<file path="src/rtl/mc_ctrl_if.sv">
// Control bundle between the multi-cycle sequencer and the shared CPU datapath.
// The master side is the controller; the slave side is the datapath/memory.
interface mc_ctrl_if #(
    parameter int OP_W    = 6,
    parameter int ALUOP_W = 4
);
  logic [OP_W-1:0]    op;
  logic [OP_W-1:0]    funct;
  logic               zero;
  logic               mem_ready;
  logic               mem_req;
  logic               mem_we;
  logic               i_or_d;
  logic               ir_write;
  logic               pc_write;
  logic [1:0]         pc_src;
  logic               alu_src_a;
  logic [1:0]         alu_src_b;
  logic [ALUOP_W-1:0] aluop;
  logic               imm_zext;
  logic               reg_write;
  logic               reg_dst;
  logic               mem_to_reg;
  logic               retire;
  logic               illegal;

  modport master (
    input  op, funct, zero, mem_ready,
    output mem_req, mem_we, i_or_d, ir_write, pc_write, pc_src, alu_src_a,
           alu_src_b, aluop, imm_zext, reg_write, reg_dst, mem_to_reg,
           retire, illegal
  );

  modport slave (
    output op, funct, zero, mem_ready,
    input  mem_req, mem_we, i_or_d, ir_write, pc_write, pc_src, alu_src_a,
           alu_src_b, aluop, imm_zext, reg_write, reg_dst, mem_to_reg,
           retire, illegal
  );
endinterface

</file>
<file path="src/rtl/mc_ctrl.sv">
// Multi-cycle control FSM: sequences fetch/decode/execute/memory/writeback over a
// shared datapath, one instruction at a time, stalling on the memory handshake.
module mc_ctrl #(
    parameter int OP_W    = 6,
    parameter int ALUOP_W = 4
) (
    input  logic          clock_i,
    input  logic          reset_i,
    mc_ctrl_if.master     bus
);

  typedef logic [ALUOP_W-1:0] aluop_t;
  typedef logic [OP_W-1:0]    op_t;

  localparam aluop_t ALU_ADD = 4'd0;
  localparam aluop_t ALU_SUB = 4'd1;
  localparam aluop_t ALU_AND = 4'd2;
  localparam aluop_t ALU_OR  = 4'd3;
  localparam aluop_t ALU_XOR = 4'd4;
  localparam aluop_t ALU_NOR = 4'd5;
  localparam aluop_t ALU_SLT = 4'd6;
  localparam aluop_t ALU_SLL = 4'd7;
  localparam aluop_t ALU_SRL = 4'd8;
  localparam aluop_t ALU_LUI = 4'd9;

  localparam op_t OP_RTYPE = 6'h00;
  localparam op_t OP_ADDI  = 6'h08;
  localparam op_t OP_ADDIU = 6'h09;
  localparam op_t OP_ANDI  = 6'h0C;
  localparam op_t OP_ORI   = 6'h0D;
  localparam op_t OP_LUI   = 6'h0F;
  localparam op_t OP_LW    = 6'h23;
  localparam op_t OP_SW    = 6'h2B;
  localparam op_t OP_BEQ   = 6'h04;
  localparam op_t OP_J     = 6'h02;

  typedef enum logic [3:0] {
    S_FETCH, S_DECODE, S_EXEC_R, S_EXEC_I, S_MEM_ADDR, S_MEM_RD, S_MEM_WR,
    S_WB_ALU, S_WB_MEM, S_BRANCH, S_JUMP, S_TRAP
  } state_e;

  state_e state_q, state_d;

  // Instruction decode; op/funct come from the IR and stay stable until the next fetch.
  logic   r_legal, i_legal, i_zext;
  aluop_t r_aluop, i_aluop;

  always_comb begin
    r_legal = 1'b0;
    r_aluop = ALU_ADD;
    if (bus.op == OP_RTYPE) begin
      r_legal = 1'b1;
      case (bus.funct)
        6'h20, 6'h21: r_aluop = ALU_ADD;
        6'h22, 6'h23: r_aluop = ALU_SUB;
        6'h24:        r_aluop = ALU_AND;
        6'h25:        r_aluop = ALU_OR;
        6'h26:        r_aluop = ALU_XOR;
        6'h27:        r_aluop = ALU_NOR;
        6'h2A:        r_aluop = ALU_SLT;
        6'h00:        r_aluop = ALU_SLL;
        6'h02:        r_aluop = ALU_SRL;
        default:      r_legal = 1'b0;
      endcase
    end
  end

  always_comb begin
    i_legal = 1'b1;
    i_aluop = ALU_ADD;
    i_zext  = 1'b0;
    case (bus.op)
      OP_ADDI, OP_ADDIU: i_aluop = ALU_ADD;
      OP_ANDI: begin i_aluop = ALU_AND; i_zext = 1'b1; end
      OP_ORI:  begin i_aluop = ALU_OR;  i_zext = 1'b1; end
      OP_LUI:  i_aluop = ALU_LUI;
      default: i_legal = 1'b0;
    endcase
  end

  always_ff @(posedge clock_i) begin
    if (reset_i) begin
      state_q <= S_FETCH;
    end else begin
      state_q <= state_d;
    end
  end

  logic       mem_req, mem_we, i_or_d, ir_write, pc_write, alu_src_a;
  logic       imm_zext, reg_write, reg_dst, mem_to_reg, retire, illegal;
  logic [1:0] pc_src, alu_src_b;
  aluop_t     aluop;

  always_comb begin
    state_d    = state_q;
    mem_req    = 1'b0;
    mem_we     = 1'b0;
    i_or_d     = 1'b0;
    ir_write   = 1'b0;
    pc_write   = 1'b0;
    pc_src     = 2'd0;
    alu_src_a  = 1'b0;
    alu_src_b  = 2'd0;
    aluop      = ALU_ADD;
    imm_zext   = 1'b0;
    reg_write  = 1'b0;
    reg_dst    = 1'b0;
    mem_to_reg = 1'b0;
    retire     = 1'b0;
    illegal    = 1'b0;

    case (state_q)
      S_FETCH: begin
        mem_req   = 1'b1;
        alu_src_b = 2'd1;
        if (bus.mem_ready) begin
          ir_write = 1'b1;
          pc_write = 1'b1;
          state_d  = S_DECODE;
        end
      end
      S_DECODE: begin
        // ALU precomputes the branch target while the register file is read.
        alu_src_b = 2'd3;
        if (r_legal)                              state_d = S_EXEC_R;
        else if (i_legal)                         state_d = S_EXEC_I;
        else if (bus.op == OP_LW || bus.op == OP_SW) state_d = S_MEM_ADDR;
        else if (bus.op == OP_BEQ)                state_d = S_BRANCH;
        else if (bus.op == OP_J)                  state_d = S_JUMP;
        else                                      state_d = S_TRAP;
      end
      S_EXEC_R: begin
        alu_src_a = 1'b1;
        aluop     = r_aluop;
        reg_dst   = 1'b1;
        state_d   = S_WB_ALU;
      end
      S_EXEC_I: begin
        alu_src_a = 1'b1;
        alu_src_b = 2'd2;
        aluop     = i_aluop;
        imm_zext  = i_zext;
        state_d   = S_WB_ALU;
      end
      S_WB_ALU: begin
        reg_write = 1'b1;
        reg_dst   = (bus.op == OP_RTYPE);
        retire    = 1'b1;
        state_d   = S_FETCH;
      end
      S_MEM_ADDR: begin
        alu_src_a = 1'b1;
        alu_src_b = 2'd2;
        state_d   = (bus.op == OP_SW) ? S_MEM_WR : S_MEM_RD;
      end
      S_MEM_RD: begin
        mem_req = 1'b1;
        i_or_d  = 1'b1;
        if (bus.mem_ready) state_d = S_WB_MEM;
      end
      S_WB_MEM: begin
        reg_write  = 1'b1;
        mem_to_reg = 1'b1;
        retire     = 1'b1;
        state_d    = S_FETCH;
      end
      S_MEM_WR: begin
        mem_req = 1'b1;
        i_or_d  = 1'b1;
        mem_we  = 1'b1;
        if (bus.mem_ready) begin
          retire  = 1'b1;
          state_d = S_FETCH;
        end
      end
      S_BRANCH: begin
        alu_src_a = 1'b1;
        aluop     = ALU_SUB;
        pc_src    = 2'd1;
        pc_write  = bus.zero;
        retire    = 1'b1;
        state_d   = S_FETCH;
      end
      S_JUMP: begin
        pc_src   = 2'd2;
        pc_write = 1'b1;
        retire   = 1'b1;
        state_d  = S_FETCH;
      end
      S_TRAP: begin
        illegal = 1'b1;
      end
      default: state_d = S_FETCH;
    endcase

    // Reset aborts whatever is in flight: nothing leaves the controller that cycle.
    if (reset_i) begin
      mem_req    = 1'b0;
      mem_we     = 1'b0;
      i_or_d     = 1'b0;
      ir_write   = 1'b0;
      pc_write   = 1'b0;
      pc_src     = 2'd0;
      alu_src_a  = 1'b0;
      alu_src_b  = 2'd0;
      aluop      = ALU_ADD;
      imm_zext   = 1'b0;
      reg_write  = 1'b0;
      reg_dst    = 1'b0;
      mem_to_reg = 1'b0;
      retire     = 1'b0;
      illegal    = 1'b0;
    end
  end

  assign bus.mem_req    = mem_req;
  assign bus.mem_we     = mem_we;
  assign bus.i_or_d     = i_or_d;
  assign bus.ir_write   = ir_write;
  assign bus.pc_write   = pc_write;
  assign bus.pc_src     = pc_src;
  assign bus.alu_src_a  = alu_src_a;
  assign bus.alu_src_b  = alu_src_b;
  assign bus.aluop      = aluop;
  assign bus.imm_zext   = imm_zext;
  assign bus.reg_write  = reg_write;
  assign bus.reg_dst    = reg_dst;
  assign bus.mem_to_reg = mem_to_reg;
  assign bus.retire     = retire;
  assign bus.illegal    = illegal;

endmodule

</file>
<file path="src/flat_wrapper.sv">
// flat-port wrapper written by rule: the top's interface ports become plain ports
module mc_ctrl_flat 
#(
    parameter int OP_W    = 6,
    parameter int ALUOP_W = 4
)
  (clock_i, reset_i, bus_op, bus_funct, bus_zero, bus_mem_ready, bus_mem_req, bus_mem_we, bus_i_or_d, bus_ir_write, bus_pc_write, bus_pc_src, bus_alu_src_a, bus_alu_src_b, bus_aluop, bus_imm_zext, bus_reg_write, bus_reg_dst, bus_mem_to_reg, bus_retire, bus_illegal);
  mc_ctrl_if #(.OP_W(OP_W), .ALUOP_W(ALUOP_W)) bus_i ();
  input  logic clock_i;
  input  logic reset_i;
  input wire logic [$bits(bus_i.op)-1:0] bus_op;
  input wire logic [$bits(bus_i.funct)-1:0] bus_funct;
  input wire logic [$bits(bus_i.zero)-1:0] bus_zero;
  input wire logic [$bits(bus_i.mem_ready)-1:0] bus_mem_ready;
  output wire logic [$bits(bus_i.mem_req)-1:0] bus_mem_req;
  output wire logic [$bits(bus_i.mem_we)-1:0] bus_mem_we;
  output wire logic [$bits(bus_i.i_or_d)-1:0] bus_i_or_d;
  output wire logic [$bits(bus_i.ir_write)-1:0] bus_ir_write;
  output wire logic [$bits(bus_i.pc_write)-1:0] bus_pc_write;
  output wire logic [$bits(bus_i.pc_src)-1:0] bus_pc_src;
  output wire logic [$bits(bus_i.alu_src_a)-1:0] bus_alu_src_a;
  output wire logic [$bits(bus_i.alu_src_b)-1:0] bus_alu_src_b;
  output wire logic [$bits(bus_i.aluop)-1:0] bus_aluop;
  output wire logic [$bits(bus_i.imm_zext)-1:0] bus_imm_zext;
  output wire logic [$bits(bus_i.reg_write)-1:0] bus_reg_write;
  output wire logic [$bits(bus_i.reg_dst)-1:0] bus_reg_dst;
  output wire logic [$bits(bus_i.mem_to_reg)-1:0] bus_mem_to_reg;
  output wire logic [$bits(bus_i.retire)-1:0] bus_retire;
  output wire logic [$bits(bus_i.illegal)-1:0] bus_illegal;
  assign bus_i.op = bus_op;
  assign bus_i.funct = bus_funct;
  assign bus_i.zero = bus_zero;
  assign bus_i.mem_ready = bus_mem_ready;
  assign bus_mem_req = bus_i.mem_req;
  assign bus_mem_we = bus_i.mem_we;
  assign bus_i_or_d = bus_i.i_or_d;
  assign bus_ir_write = bus_i.ir_write;
  assign bus_pc_write = bus_i.pc_write;
  assign bus_pc_src = bus_i.pc_src;
  assign bus_alu_src_a = bus_i.alu_src_a;
  assign bus_alu_src_b = bus_i.alu_src_b;
  assign bus_aluop = bus_i.aluop;
  assign bus_imm_zext = bus_i.imm_zext;
  assign bus_reg_write = bus_i.reg_write;
  assign bus_reg_dst = bus_i.reg_dst;
  assign bus_mem_to_reg = bus_i.mem_to_reg;
  assign bus_retire = bus_i.retire;
  assign bus_illegal = bus_i.illegal;
  mc_ctrl #(.OP_W(OP_W), .ALUOP_W(ALUOP_W)) u_core (.clock_i(clock_i), .reset_i(reset_i), .bus(bus_i));
endmodule
</file>
<file path="config.mk">
export PLATFORM = sky130hd
export DESIGN_NAME = mc_ctrl_flat
export DESIGN_NICKNAME = d
export VERILOG_FILES = /design/src/rtl/mc_ctrl_if.sv /design/src/rtl/mc_ctrl.sv /design/src/flat_wrapper.sv
export SDC_FILE = /design/constraint.sdc
export NUM_CORES = 1
export LEC_CHECK = 0
export BUFFER_PORTS_ARGS = -buffer_cell sky130_fd_sc_hd__buf_2
export CORE_UTILIZATION = 51
export DETAILED_ROUTE_END_ITERATION = 6
export GPL_TIMING_DRIVEN = 0
export PLACE_DENSITY_LB_ADDON = 0.25
export SETUP_SLACK_MARGIN = 0.3
export SLEW_MARGIN = 30
export SYNTH_ARGS = -nofsm -noshare
export SYNTH_HDL_FRONTEND = slang
export SYNTH_SLANG_ARGS = --single-unit
</file>
<file path="constraint.sdc">
create_clock -name clock_i -period 2.7 [get_ports clock_i]
set_clock_uncertainty 0.2 [all_clocks]
set_input_delay 0.54 -clock clock_i [delete_from_list [all_inputs] [get_ports clock_i]]
set_output_delay 0.54 -clock clock_i [all_outputs]
set_load 0.02 [all_outputs]
</file>
==> results.yml <==
status:
  status: "finished, final reports clean"
sta:
  max_freq_mhz: 393.1
  fin_ws_ns: 0.1564
  finalSetupViolCount: 0
  rsz0062_at_grt: "yes"
  fin_crit_sh_pct: 94.21
  slew_headroom_pct: 70.46
  drv_slew: 0
  finalHoldViolCount: 0
  tightest_slew_ns: 0.4430
  min_period_ns: 2.544
die:
  coreArea_um2: 1524
  fp.dieArea_um2: 1833
  io_pins: 36
  chipHeight_um: 42.82
  start_util_pct: 55.75
  row_count: 14
  fp.dieW_um: 42.82
yosys:
  synthDistinctLibCells: 47
  avgSynthCellArea_um2: 6.436
  async_flop_share_pct: 0
  syn_area_um2: 849.6
  syn_nets: 148
  synthFlopType: "dfxtp_1"
  ys_seq_area_share_pct: 9.426
  synth.ff_latch_count: 4
  syn_inst: 132
  yosysWarnings: 0
  synth_edf_count: 0
global_route:
  grt_pass1_wl_mm: 4.381
  grt_usage_pct: 30.86
  grt_max_degree: 11
  grt_overflow_total: 0
  antenna_found_initial: 0
  grt_pass1_vias: 1025
critical_path:
  arrival_ns: 1.80
  path_cells: "buf_8, nor4_4, nand3b_4, a2111o_1, o31ai_4, buf_6"
  rr_worst_depth: 5
  path_buf_inv: 2
  timing.rr.start: "u_core.state_q[0]"
  critPathMaxStageDelay_ns: 0.36
  end_kind: "output port"
  start_kind: "input pin"
  rr_endpoint: "u_core.state_q[0]"
  cp_slowest_cell: "a2111o_1"
  critPathRequiredTime_ns: 1.96
  worstPathMaxFanout: 2
  r2r_setup_slack_ns: 0.98
  cp_top_family: "compound AO/OA/AOI/OAI gates"
  crit_type: "input pin to output port"
clocking:
  clk_pin_slew_ns: 0.04
  clock-sinks: 4
  h-tree-depth: 1
  clock_path_buffers: 2
  numCtsBuffers: 3
  cts_tree: "done"
  clk_latency_ns: 0.24
  ctsRootBufferMaster: "clkbuf_4"
  cts_hold_buf: 0
drt:
  detailedRoute.firstIterationViolations: 62
  drt_first_pass_iters: 4
  viasPerCell: 6.492
  detail-route-antenna-nets: 0
  post-route-drc-count: 0
  drt_wl_total_mm: 2.830
  routed-via-count: 1240
  wire_per_inst_um: 14.82
place:
  post-place-cells: 181
  pre_cts_slack_ns: -0.1087
  gp_congestion: 0.9159
  hpwl_mm: 1.979
  port_buffers: 33
power:
  power_mw: 0.8260
  p_per_area_nw_per_um2: 665.5
  leakagePower_nw: 0.5343
  ir_drop_v: 0.0004098
layout:
  stdcell_count: 191
  regMostFlops: "u_core.state_q"
  largest_reg_flops: 4
  mostFrequentLayoutCells: "buf_2, nor2_1, buf_4, a21oi_1, o21ai_0"
  nets: 193
  largestRegisters: "u_core.state_q: 4 flops"
  layout_commonest_cell: "buf_2"
  drive_gt1_share_pct: 41.71
  n_antenna_cell: 0
  area_growth_pct: 46.10
job:
  drv_cap: 0
hold_path:
  holdPathEnd: "u_core.state_q[1]"
  hold_path.class: "input pin to flop"
  whs_path_depth: 3
  min_from: "bus_op[3]"
## worst max-delay path by stage
stage / start / endpoint / slack [ns] / cells after the start
after floorplan: bus_op[3] / bus_aluop[2] / 0.21 / 4
after global placement: bus_op[3] / bus_aluop[0] / -0.08 / 6
after detailed placement: bus_op[3] / bus_aluop[0] / -0.11 / 6
after CTS: bus_op[0] / bus_aluop[0] / 0.16 / 6
after global routing: bus_funct[5] / bus_aluop[1] / 0.10 / 6
final: bus_op[0] / bus_aluop[0] / 0.16 / 6
## where the power goes
| part | switching [mW] | total [mW] | internal [mW] |
|---|---|---|---|
| registers | 0.0116 | 0.0920 | 0.0805 |
| logic | 0.385 | 0.660 | 0.275 |
| clock network | 0.0239 | 0.0736 | 0.0496 |
| total | 0.421 | 0.826 | 0.405 |
## cell families after synthesis
kind of cell | after synthesis | share of synthesized area [%]
AOI/OAI and AO/OA | 42 | 33.29
buffers and inverters | 12 | 5.890
DFF | 4 | 9.426
muxes | 3 | 3.829
and+or+nand+nor | 71 | 47.57
## per-stage QoR
stage / utilization (%) / cell area (um2) / hold WS (ns) / setup TNS (ns)
2_1_floorplan: - / 865.8 / 0.3980 / 0
3_3_place_gp: 68.97 / 1051 / 0.4625 / -0.07914
3_5_place_dp: 68.97 / 1051 / 0.4569 / -0.1087
4_1_cts: 75.45 / 1150 / 0.4500 / 0
5_1_grt: 81.45 / 1241 / 0.4685 / 0
6_report: 81.45 / 1241 / 0.4629 / 0
## cell type report
| type | count | area [um2] |
|---|---|---|
| Clock buffer | 3 | 22.52 |
| Buffer | 10 | 62.56 |
| Tap cell | 16 | 20.02 |
| Inverter | 2 | 7.507 |
| Multi-Input combinational cell | 116 | 788.3 |
| Sequential cell | 4 | 80.08 |
| Fill cell | 104 | 282.8 |
| Timing Repair Buffer | 40 | 260.3 |
## layer usage
| metal | global-route usage [%] | wire length (um) | part of all wire [%] |
|---|---|---|---|
| met1 | 39.33 | 1229 | 43 |
| met2 | 52.42 | 1393 | 49 |
| met3 | 5.957 | 169 | 6.0 |
| met4 | 8.125 | 38 | 1.3 |
| met5 | 0 | 0 | 0 |
## synth_stat cells, types with 2 or more instances
master,n,area share (%)
and3_1,2,1.5
a21oi_1,12,7.1
buf_2,3,1.8
or3_1,4,2.9
o211ai_1,2,1.8
nor4_1,2,1.5
clkbuf_1,5,2.2
o21ai_0,10,5.9
dfxtp_1,4,9.4
a31oi_1,2,1.5
nand3_1,5,2.9
and2_1,2,1.5
nand2b_1,3,2.2
nand4_1,2,1.5
nand2_1,6,2.7
nor2b_1,6,4.4
nand3b_1,3,2.7
nor2_1,19,8.4
or2_2,2,1.5
a32oi_1,2,2.1
inv_1,2,0.88
mux2_2,2,2.7
nor3_1,8,4.7
## worst register-to-register path, cell delays in order, from the launching register on
cell and delay (ns):
dfxtp_1 0.30, buf_4 0.16, nand2b_1 0.14, nor3_1 0.28
o21ai_0 0.18, o311ai_0 0.34
## repair_timing
action	CTS	global route
buffers inserted	3	4
resized for setup	18	28
pin swaps	5	4
endpoints found under the setup margin	5	9
(Power assumes the default switching activity.)
